<file path="src/rtl/seg_value_display_if.sv">
// Handshake and display bus for seg_value_display.
// The master side supplies samples; the slave side reports status
// and drives the six active-low 7-segment digit codes.
interface seg_value_display_if;
  logic [15:0] data_in;
  logic        data_valid;
  logic        ready;
  logic        done;
  logic [7:0]  seg5;
  logic [7:0]  seg4;
  logic [7:0]  seg3;
  logic [7:0]  seg2;
  logic [7:0]  seg1;
  logic [7:0]  seg0;

  modport master (
    output data_in, data_valid,
    input  ready, done, seg5, seg4, seg3, seg2, seg1, seg0
  );

  modport slave (
    input  data_in, data_valid,
    output ready, done, seg5, seg4, seg3, seg2, seg1, seg0
  );
endinterface

</file>
<file path="src/rtl/seg_value_display.sv">
// Signed 16-bit sample to six active-low 7-segment codes.
// Magnitude goes through a 16-step shift-add-3 binary-to-BCD loop, then a
// single encode cycle builds the sign digit, five magnitude digits, optional
// leading-zero blanking and a fixed decimal point.
// Segment bit order is {dp,g,f,e,d,c,b,a}.
module seg_value_display #(
  parameter int BLANK_LZ = 1,
  parameter int DP_POS   = 3
) (
  input  logic              clk,
  input  logic              reset_n,
  seg_value_display_if.slave bus
);

  localparam logic [1:0] S_IDLE   = 2'd0;
  localparam logic [1:0] S_SHIFT  = 2'd1;
  localparam logic [1:0] S_ENCODE = 2'd2;

  // With no decimal point the units digit is the lowest one that may stay lit.
  localparam int BLANK_LIM = (DP_POS > 4) ? 0 : DP_POS;

  logic [1:0]       state;
  logic             sign;
  logic [15:0]      mag;
  logic [19:0]      bcd;
  logic [19:0]      bcd_adj;
  logic [4:0]       bit_cnt;
  logic             done_q;
  logic [5:0][7:0]  seg_q;
  logic [5:0][7:0]  seg_next;
  logic             zero_run;

  function automatic logic [7:0] seg_of(input logic [3:0] d);
    case (d)
      4'd0:    seg_of = 8'hC0;
      4'd1:    seg_of = 8'hF9;
      4'd2:    seg_of = 8'hA4;
      4'd3:    seg_of = 8'hB0;
      4'd4:    seg_of = 8'h99;
      4'd5:    seg_of = 8'h92;
      4'd6:    seg_of = 8'h82;
      4'd7:    seg_of = 8'hF8;
      4'd8:    seg_of = 8'h80;
      4'd9:    seg_of = 8'h90;
      default: seg_of = 8'hFF;
    endcase
  endfunction

  // Add-3 correction on every BCD nibble that would overflow on the next shift.
  always_comb begin
    bcd_adj = bcd;
    for (int i = 0; i < 5; i++) begin
      if (bcd[i*4 +: 4] >= 4'd5) begin
        bcd_adj[i*4 +: 4] = bcd[i*4 +: 4] + 4'd3;
      end
    end
  end

  // Build the display codes: walk from the top digit down tracking a run of zeros.
  always_comb begin
    seg_next = '1;
    zero_run = 1'b1;
    for (int k = 4; k >= 0; k--) begin
      zero_run    = zero_run & (bcd[k*4 +: 4] == 4'd0);
      seg_next[k] = seg_of(bcd[k*4 +: 4]);
      if (BLANK_LZ != 0 && k > BLANK_LIM && zero_run) begin
        seg_next[k] = 8'hFF;
      end
      if (k == DP_POS) begin
        seg_next[k][7] = 1'b0;
      end
    end
    seg_next[5] = (sign && (bcd != 20'd0)) ? 8'hBF : 8'hFF;
  end

  // Conversion sequencer: accept in IDLE, shift 16 times, encode once.
  always_ff @(posedge clk or negedge reset_n) begin
    if (!reset_n) begin
      state   <= S_IDLE;
      sign    <= 1'b0;
      mag     <= 16'd0;
      bcd     <= 20'd0;
      bit_cnt <= 5'd0;
      done_q  <= 1'b0;
      seg_q   <= '1;
    end else begin
      done_q <= 1'b0;
      case (state)
        S_IDLE: begin
          if (bus.data_valid) begin
            sign    <= bus.data_in[15];
            mag     <= bus.data_in[15] ? (~bus.data_in + 16'd1) : bus.data_in;
            bcd     <= 20'd0;
            bit_cnt <= 5'd16;
            state   <= S_SHIFT;
          end
        end
        S_SHIFT: begin
          bcd     <= {bcd_adj[18:0], mag[15]};
          mag     <= {mag[14:0], 1'b0};
          bit_cnt <= bit_cnt - 5'd1;
          if (bit_cnt == 5'd1) begin
            state <= S_ENCODE;
          end
        end
        S_ENCODE: begin
          seg_q  <= seg_next;
          done_q <= 1'b1;
          state  <= S_IDLE;
        end
        default: state <= S_IDLE;
      endcase
    end
  end

  assign bus.ready = (state == S_IDLE);
  assign bus.done  = done_q;
  assign bus.seg5  = seg_q[5];
  assign bus.seg4  = seg_q[4];
  assign bus.seg3  = seg_q[3];
  assign bus.seg2  = seg_q[2];
  assign bus.seg1  = seg_q[1];
  assign bus.seg0  = seg_q[0];

endmodule

</file>
<file path="src/flat_wrapper.sv">
// flat-port wrapper written by rule: the top's interface ports become plain ports
module seg_value_display_flat 
#(
  parameter int BLANK_LZ = 1,
  parameter int DP_POS   = 3
)
  (clk, reset_n, bus_data_in, bus_data_valid, bus_ready, bus_done, bus_seg5, bus_seg4, bus_seg3, bus_seg2, bus_seg1, bus_seg0);
  seg_value_display_if bus_i ();
  input  logic clk;
  input  logic reset_n;
  input wire logic [$bits(bus_i.data_in)-1:0] bus_data_in;
  input wire logic [$bits(bus_i.data_valid)-1:0] bus_data_valid;
  output wire logic [$bits(bus_i.ready)-1:0] bus_ready;
  output wire logic [$bits(bus_i.done)-1:0] bus_done;
  output wire logic [$bits(bus_i.seg5)-1:0] bus_seg5;
  output wire logic [$bits(bus_i.seg4)-1:0] bus_seg4;
  output wire logic [$bits(bus_i.seg3)-1:0] bus_seg3;
  output wire logic [$bits(bus_i.seg2)-1:0] bus_seg2;
  output wire logic [$bits(bus_i.seg1)-1:0] bus_seg1;
  output wire logic [$bits(bus_i.seg0)-1:0] bus_seg0;
  assign bus_i.data_in = bus_data_in;
  assign bus_i.data_valid = bus_data_valid;
  assign bus_ready = bus_i.ready;
  assign bus_done = bus_i.done;
  assign bus_seg5 = bus_i.seg5;
  assign bus_seg4 = bus_i.seg4;
  assign bus_seg3 = bus_i.seg3;
  assign bus_seg2 = bus_i.seg2;
  assign bus_seg1 = bus_i.seg1;
  assign bus_seg0 = bus_i.seg0;
  seg_value_display #(.BLANK_LZ(BLANK_LZ), .DP_POS(DP_POS)) u_core (.clk(clk), .reset_n(reset_n), .bus(bus_i));
endmodule
</file>
<file path="config.mk">
export PLATFORM = sky130hd
export DESIGN_NAME = seg_value_display_flat
export DESIGN_NICKNAME = d
export VERILOG_FILES = /design/src/rtl/seg_value_display_if.sv /design/src/rtl/seg_value_display.sv /design/src/flat_wrapper.sv
export SDC_FILE = /design/constraint.sdc
export NUM_CORES = 1
export LEC_CHECK = 0
export ABC_CLOCK_PERIOD_IN_PS = 2150
export BUFFER_PORTS_ARGS = -buffer_cell sky130_fd_sc_hd__buf_2
export CAP_MARGIN = 15
export CORE_MARGIN = 2
export CORE_UTILIZATION = 35
export DETAILED_ROUTE_END_ITERATION = 6
export PLACE_DENSITY = 0.5
export RECOVER_POWER = 100
export SYNTH_ARGS = -nofsm -noshare
export SYNTH_HDL_FRONTEND = slang
export SYNTH_SLANG_ARGS = --single-unit
</file>
<file path="constraint.sdc">
create_clock -name clk -period 2.15 [get_ports clk]
set_input_delay 0.3225 -clock clk [delete_from_list [all_inputs] [get_ports clk]]
set_output_delay 0.3225 -clock clk [all_outputs]
set_load 0.005 [all_outputs]
</file>
# Yosys cells after proc, flatten, opt, wreduce, memory -nomap -nowiden

Memory sizes are Yosys's and may differ from the RTL's. A register that Yosys moved wholly into a read port is not among the register bits.
Index checks and enable logic that the tools add are counted.

Add/sub/neg operators: 7
Magnitude comparators: 5
Equality and inequality tests: 5
Mux-type cells: 18
Bitwise operators: 1
Reduce and logical (&&, ||, !) cells: 12

Operators by type and width:

| kind                                                               | number |
|---|---|
| case mux 20 bit (2 select lines)                                   | 1 |
| 2-to-1 mux 16 bit                                                  | 2 |
| case mux 16 bit (2 select lines)                                   | 1 |
| greater-or-equal comparator 4 x 3 -> 1 bit (second input constant) | 5 |
| 2-to-1 mux 20 bit                                                  | 1 |
| nonzero test 20 bit                                                | 1 |
| adder 16 x 1 -> 16 bit (second input constant)                     | 1 |
| adder 4 x 2 -> 4 bit (second input constant)                       | 4 |
| 2-to-1 mux 4 bit                                                   | 4 |
| NOT 16 bit                                                         | 1 |
| case mux 5 bit (2 select lines)                                    | 1 |
| 2-to-1 mux 8 bit                                                   | 1 |
| 2-to-1 mux 7 bit                                                   | 1 |
| AND reduction 2 bit                                                | 3 |
| equality test 5 x 1 -> 1 bit (second input constant)               | 1 |
| 2-to-1 mux 5 bit                                                   | 1 |
| subtractor 5 x 1 -> 5 bit (second input constant)                  | 1 |
| logical NOT 1 bit                                                  | 4 |
| logical NOT 4 bit                                                  | 1 |
| 2-to-1 mux 2 bit                                                   | 2 |
| case mux 2 bit (2 select lines)                                    | 1 |
| adder 3 x 2 -> 3 bit (second input constant)                       | 1 |
| 2-to-1 mux 3 bit                                                   | 1 |
| equality test 2 x 1 -> 1 bit (second input constant)               | 1 |
| other kinds (7)                                                    | 7 |

Register bits after elaboration: 93
Memory bits (read-only): 560
Input bits: 19
Output and inout bits: 50
Logic and storage cells: 65
Memories kept: 5

Memory list:

| memory           | words | bits a word | read ports | clocked after memory_dff | wr ports | line                    | text |
|---|---|---|---|---|---|---|---|
| (name not given) | 16    | 7           | 1          | 0                        | 0        | seg_value_display.sv:34 | `case (d)` |
| (name not given) | 16    | 7           | 1          | 1                        | 0        | seg_value_display.sv:34 |  |
| (name not given) | 16    | 7           | 1          | 1                        | 0        | seg_value_display.sv:34 |  |
| (name not given) | 16    | 7           | 1          | 1                        | 0        | seg_value_display.sv:34 |  |
| (name not given) | 16    | 7           | 1          | 1                        | 0        | seg_value_display.sv:34 |  |

# Longest topological paths before layout

Depth in word-level cells: 5
Gate-level depth with buffers: 6
Gate-level depth less buffers: 6

# Worst setup path before layout

No wires, ideal clock.

Path type: input port to flip-flop
From: in bus_data_in[6]
To: reg u_core.mag[14]
Setup time: 0.131 ns
Data arrival time: 1.873 ns
Required time: 2.019 ns
Path slack: 0.146 ns
Stages: 5
Buffers on the path: 1
Cells stage by stage: or4_1 -> buf_2 -> or4b_4 -> a222oi_1 -> nand2_1

Longest elaborated chain between the ends: 5

RTL lines:

| element                          | line                     | text |
|---|---|---|
| start: declaration               | flat_wrapper.sv:11       | `input wire logic [$bits(bus_i.data_in)-1:0] bus_data_in;` |
| NOT 16 bit                       | seg_value_display.sv:92  | `mag <= bus.data_in[15] ? (~bus.data_in + 16'd1) : bus.data_in;` |
| adder 16 x 1 -> 16 bit           | seg_value_display.sv:92  |  |
| 2-to-1 mux 16 bit                | seg_value_display.sv:92  |  |
| 2-to-1 mux 16 bit                | seg_value_display.sv:90  | `if (bus.data_valid) begin` |
| case mux 16 bit (2 select lines) | seg_value_display.sv:88  | `case (state)` |
| end signal: assignment           | seg_value_display.sv:92  |  |
| end signal: assignment           | seg_value_display.sv:100 | `mag <= {mag[14:0], 1'b0};` |
| end: declaration                 | seg_value_display.sv:24  | `logic [15:0] mag;` |

Every way passes these cells. The select of a mux whose other input is x is not followed.
A chain may end at the register's enable or synchronous reset.

# Final worst setup path

From: reg u_core.bcd[16]
To: reg u_core.seg_q (netlist bit u_core.bus.seg5[6])

Longest elaborated chain between the ends: 3

RTL lines:

| element                  | line                     | text |
|---|---|---|
| start: declaration       | seg_value_display.sv:25  | `logic [19:0] bcd;` |
| start signal: assignment | seg_value_display.sv:99  | `bcd <= {bcd_adj[18:0], mag[15]};` |
| nonzero test 20 bit      | seg_value_display.sv:73  | `seg_next[5] = (sign && (bcd != 20'd0)) ? 8'hBF : 8'hFF;` |
| logical AND 1 bit        | seg_value_display.sv:73  |  |
| 2-to-1 mux 7 bit         | seg_value_display.sv:73  |  |
| end signal: assignment   | seg_value_display.sv:107 | `seg_q <= seg_next;` |
| end: declaration         | seg_value_display.sv:29  | `logic [5:0][7:0] seg_q;` |

Every way passes these cells.

==> impl_metrics.env <==
export IMPL_dp_cells=722
export IMPL_start_util_pct=35.85
export IMPL_status="finished, final reports clean"
export IMPL_dpl_hpwl_mm=7.567
export IMPL_syn_inst=507
export IMPL_port_buffers=57
export IMPL_synth_edf_count=0
export IMPL_vias=3816
export IMPL_post_route_period_util_pct=89.81
export IMPL_clk_latency_ps=340
export IMPL_antennaDiodeCount=0
export IMPL_antenna_found_initial=0
export IMPL_dieArea_um2=14510
export IMPL_drv_slew=0
export IMPL_final_cell_mix="57 x o21ai_0, 48 x buf_2, 45 x dfrtp_1"
export IMPL_fmax_ghz=0.5179
export IMPL_synthTopCellsByArea="dfrtp_1 24%, dfstp_2 20%, ha_1 7.9%, o21ai_0 6.0%, nand2_1 3.4%"
export IMPL_path_max_fanout=5
export IMPL_yosys_warnings=0
export IMPL_area_growth_pct=16.03
export IMPL_core_area_um2=13240
export IMPL_grt_max_degree=53
export IMPL_grt_util_all_layers_pct=15.96
export IMPL_instances_no_fill=739
export IMPL_gp_congestion=0.8103
export IMPL_final_common_cell="o21ai_0"
export IMPL_grt_pass1_wl_mm=18.52
export IMPL_pwr_density_cell_nw_per_um2=1555
export IMPL_wire_per_inst_um=14.72
export IMPL_required_ps=2420
export IMPL_hp_class="in -> reg"
export IMPL_cts_root_buf="clkbuf_16"
export IMPL_place_area_um2=5218
export IMPL_cts_hold_buf=1
export IMPL_synth_top_cell_by_area="dfrtp_1"
export IMPL_fp_dieH_um=120.5
export IMPL_drive_above_1_share_pct=20.07
export IMPL_cts_resized=0
export IMPL_first_global_vias=3849
export IMPL_synth_top_area_share_pct=23.72
export IMPL_drc_errors=0
export IMPL_min_period_ps=1931
export IMPL_pin_count=69
export IMPL_fin_worst_skew_ps=5.655
export IMPL_fin_tns_setup_ps=0
export IMPL_synth_seq_cells=82
export IMPL_clk_path_buf_depth=2
export IMPL_hold_viol_final=0
export IMPL_synthArstFlopShare_pct=100.0
export IMPL_synth_avg_cell_area_um2=9.363
export IMPL_drtIter0Drc=279
export IMPL_rsz0062_at_grt="no"
export IMPL_totalWireLength_mm=10.88
export IMPL_start_kind="register"
export IMPL_synth_area_um2=4747
export IMPL_critPathCaptureType="register"
export IMPL_viasPerCell=5.164
export IMPL_cts_buffers=9
export IMPL_ys_types=48
export IMPL_worst_slew_pin_slew_ps=861.3
export IMPL_vdd_drop_max_v=0.0004542
export IMPL_dr_pass1_iters=4
export IMPL_detail_route_antenna_nets=0
export IMPL_setup_viol=0
export IMPL_finalNetCount=607
export IMPL_worstSetupPathType="reg -> reg"
export IMPL_rows=42
export IMPL_leakage_uw=0.002417
export IMPL_die_w_um=120.5
export IMPL_relSlewSlack_pct=42.58
export IMPL_clock_sinks=82
export IMPL_cts_setup_buffers=0
export IMPL_synthFlopType="dfrtp_1"
export IMPL_yosysSeqAreaShare_pct=44.20
export IMPL_overflow=0
export IMPL_maxCapViolCount=0
export IMPL_final_area_um2=5508
export IMPL_path_clk_slew_ps=60
export IMPL_worstPathArrival_ps=2200
export IMPL_cts_max_level=3
export IMPL_cts_tree="built"
==> synthesized netlist by cell type, types with 3 or more instances <==
master    count
nand3_1      22
mux2_2        7
o31ai_1      17
and2_1        6
o22a_1       12
mux2i_1       4
nor4b_1       3
xnor2_1       6
a22oi_1      12
o21ai_0      57
a211oi_1      4
a21oi_1      32
dfstp_2      37
buf_4        11
inv_1        22
or4_1        11
ha_1         30
nand2b_1     15
nand2_1      43
dfrtp_1      45
nor2_1       20
clkbuf_1     32
and3_1        4
nor3b_1       4
nor3_1       10
xor2_1        8
o211ai_1      4
==> cell families after synthesis <==
logic type | after synthesis | share of synthesized area, %
xor+xnor | 14 | 2.583
compound gates | 153 | 20.16
fa+ha+maj | 30 | 7.907
mux | 11 | 2.504
simple gates | 148 | 16.29
other cells | 1 | 0.07900
flops | 82 | 44.20
buf+inv | 68 | 6.273
==> where the power goes <==
group / switching [uW] / leakage [uW] / internal, uW
registers: 645 / 0.000938 / 2500
clock network: 600 / 0.000151 / 992
logic: 2090 / 0.00133 / 1740
==> flip-flops by register name, summed over array words and instances, names as in the netlist <==
register	count
u_core.bus.seg1	7
u_core.bus.seg3	8
u_core.bcd	20
u_core.mag	16
u_core.bus.done	1
u_core.state	2
u_core.bus.seg2	7
u_core.bus.seg4	7
u_core.bit_cnt	5
u_core.bus.seg0	7
u_core.bus.seg5	1
u_core.sign	1
==> metal layers <==
layer	global-route usage (%)	vias up	share of wire [%]
met5	0	-	0
met4	7.776	0	2.3
met3	2.689	18	3.6
met2	25.99	76	47
met1	20.56	1827	47
li1	-	1895	-
==> stage by stage <==
| stage | hold slack [ps] | total power, uW | util, % | setup slack [ps] |
|---|---|---|---|---|
| after detailed placement | 279.6 | 7100 | 39.40 | 55.64 |
| after floorplan | 26.91 | 5833 | - | 145.9 |
| after global placement | 277.7 | 7054 | 39.40 | 73.11 |
| after global routing | 308.9 | 9370 | 41.59 | 72.30 |
| final | 289.9 | 8564 | 41.59 | 219.2 |
| after CTS | 281.7 | 8751 | 41.80 | 210.2 |
==> layout make-up <==
class                      count  area (um^2)
multi-input combinational    367         2389
timing repair buffer          74        402.9
clock buffer                  14        274.0
clock inverter                 2        33.78
tap                          176        220.2
sequential                    82         2098
fill                        1343         7735
inverter                      24        90.09
==> path summary, 6_finish.rpt <==
| path | startpoint | to | slack (ps) | cells after the start |
|---|---|---|---|---|
| max | u_core.bcd[16] | u_core.bus.seg5[6] | 220 | 6 |
| min | bus_data_in[10] | u_core.mag[10] | 290 | 3 |
| max reg2reg | u_core.bcd[16] | u_core.bus.seg5[6] | 220 | 6 |
| min reg2reg | u_core.sign | u_core.bus.seg5[6] | 440 | 1 |
| max in group asynchronous | reset_n | u_core.bus.seg0[1] | 770 | 3 |
| min in group asynchronous | reset_n | u_core.bus.done | 600 | 2 |
==> worst max-delay path, stage by stage, from the launching register on <==
cell and delay (ps):
dfrtp_1 430, inv_1 160, ha_1 250, nor4b_1 260, nand4_1 120, or4_1 470, a31oi_1 180
Power figures use the tool's default switching activity.
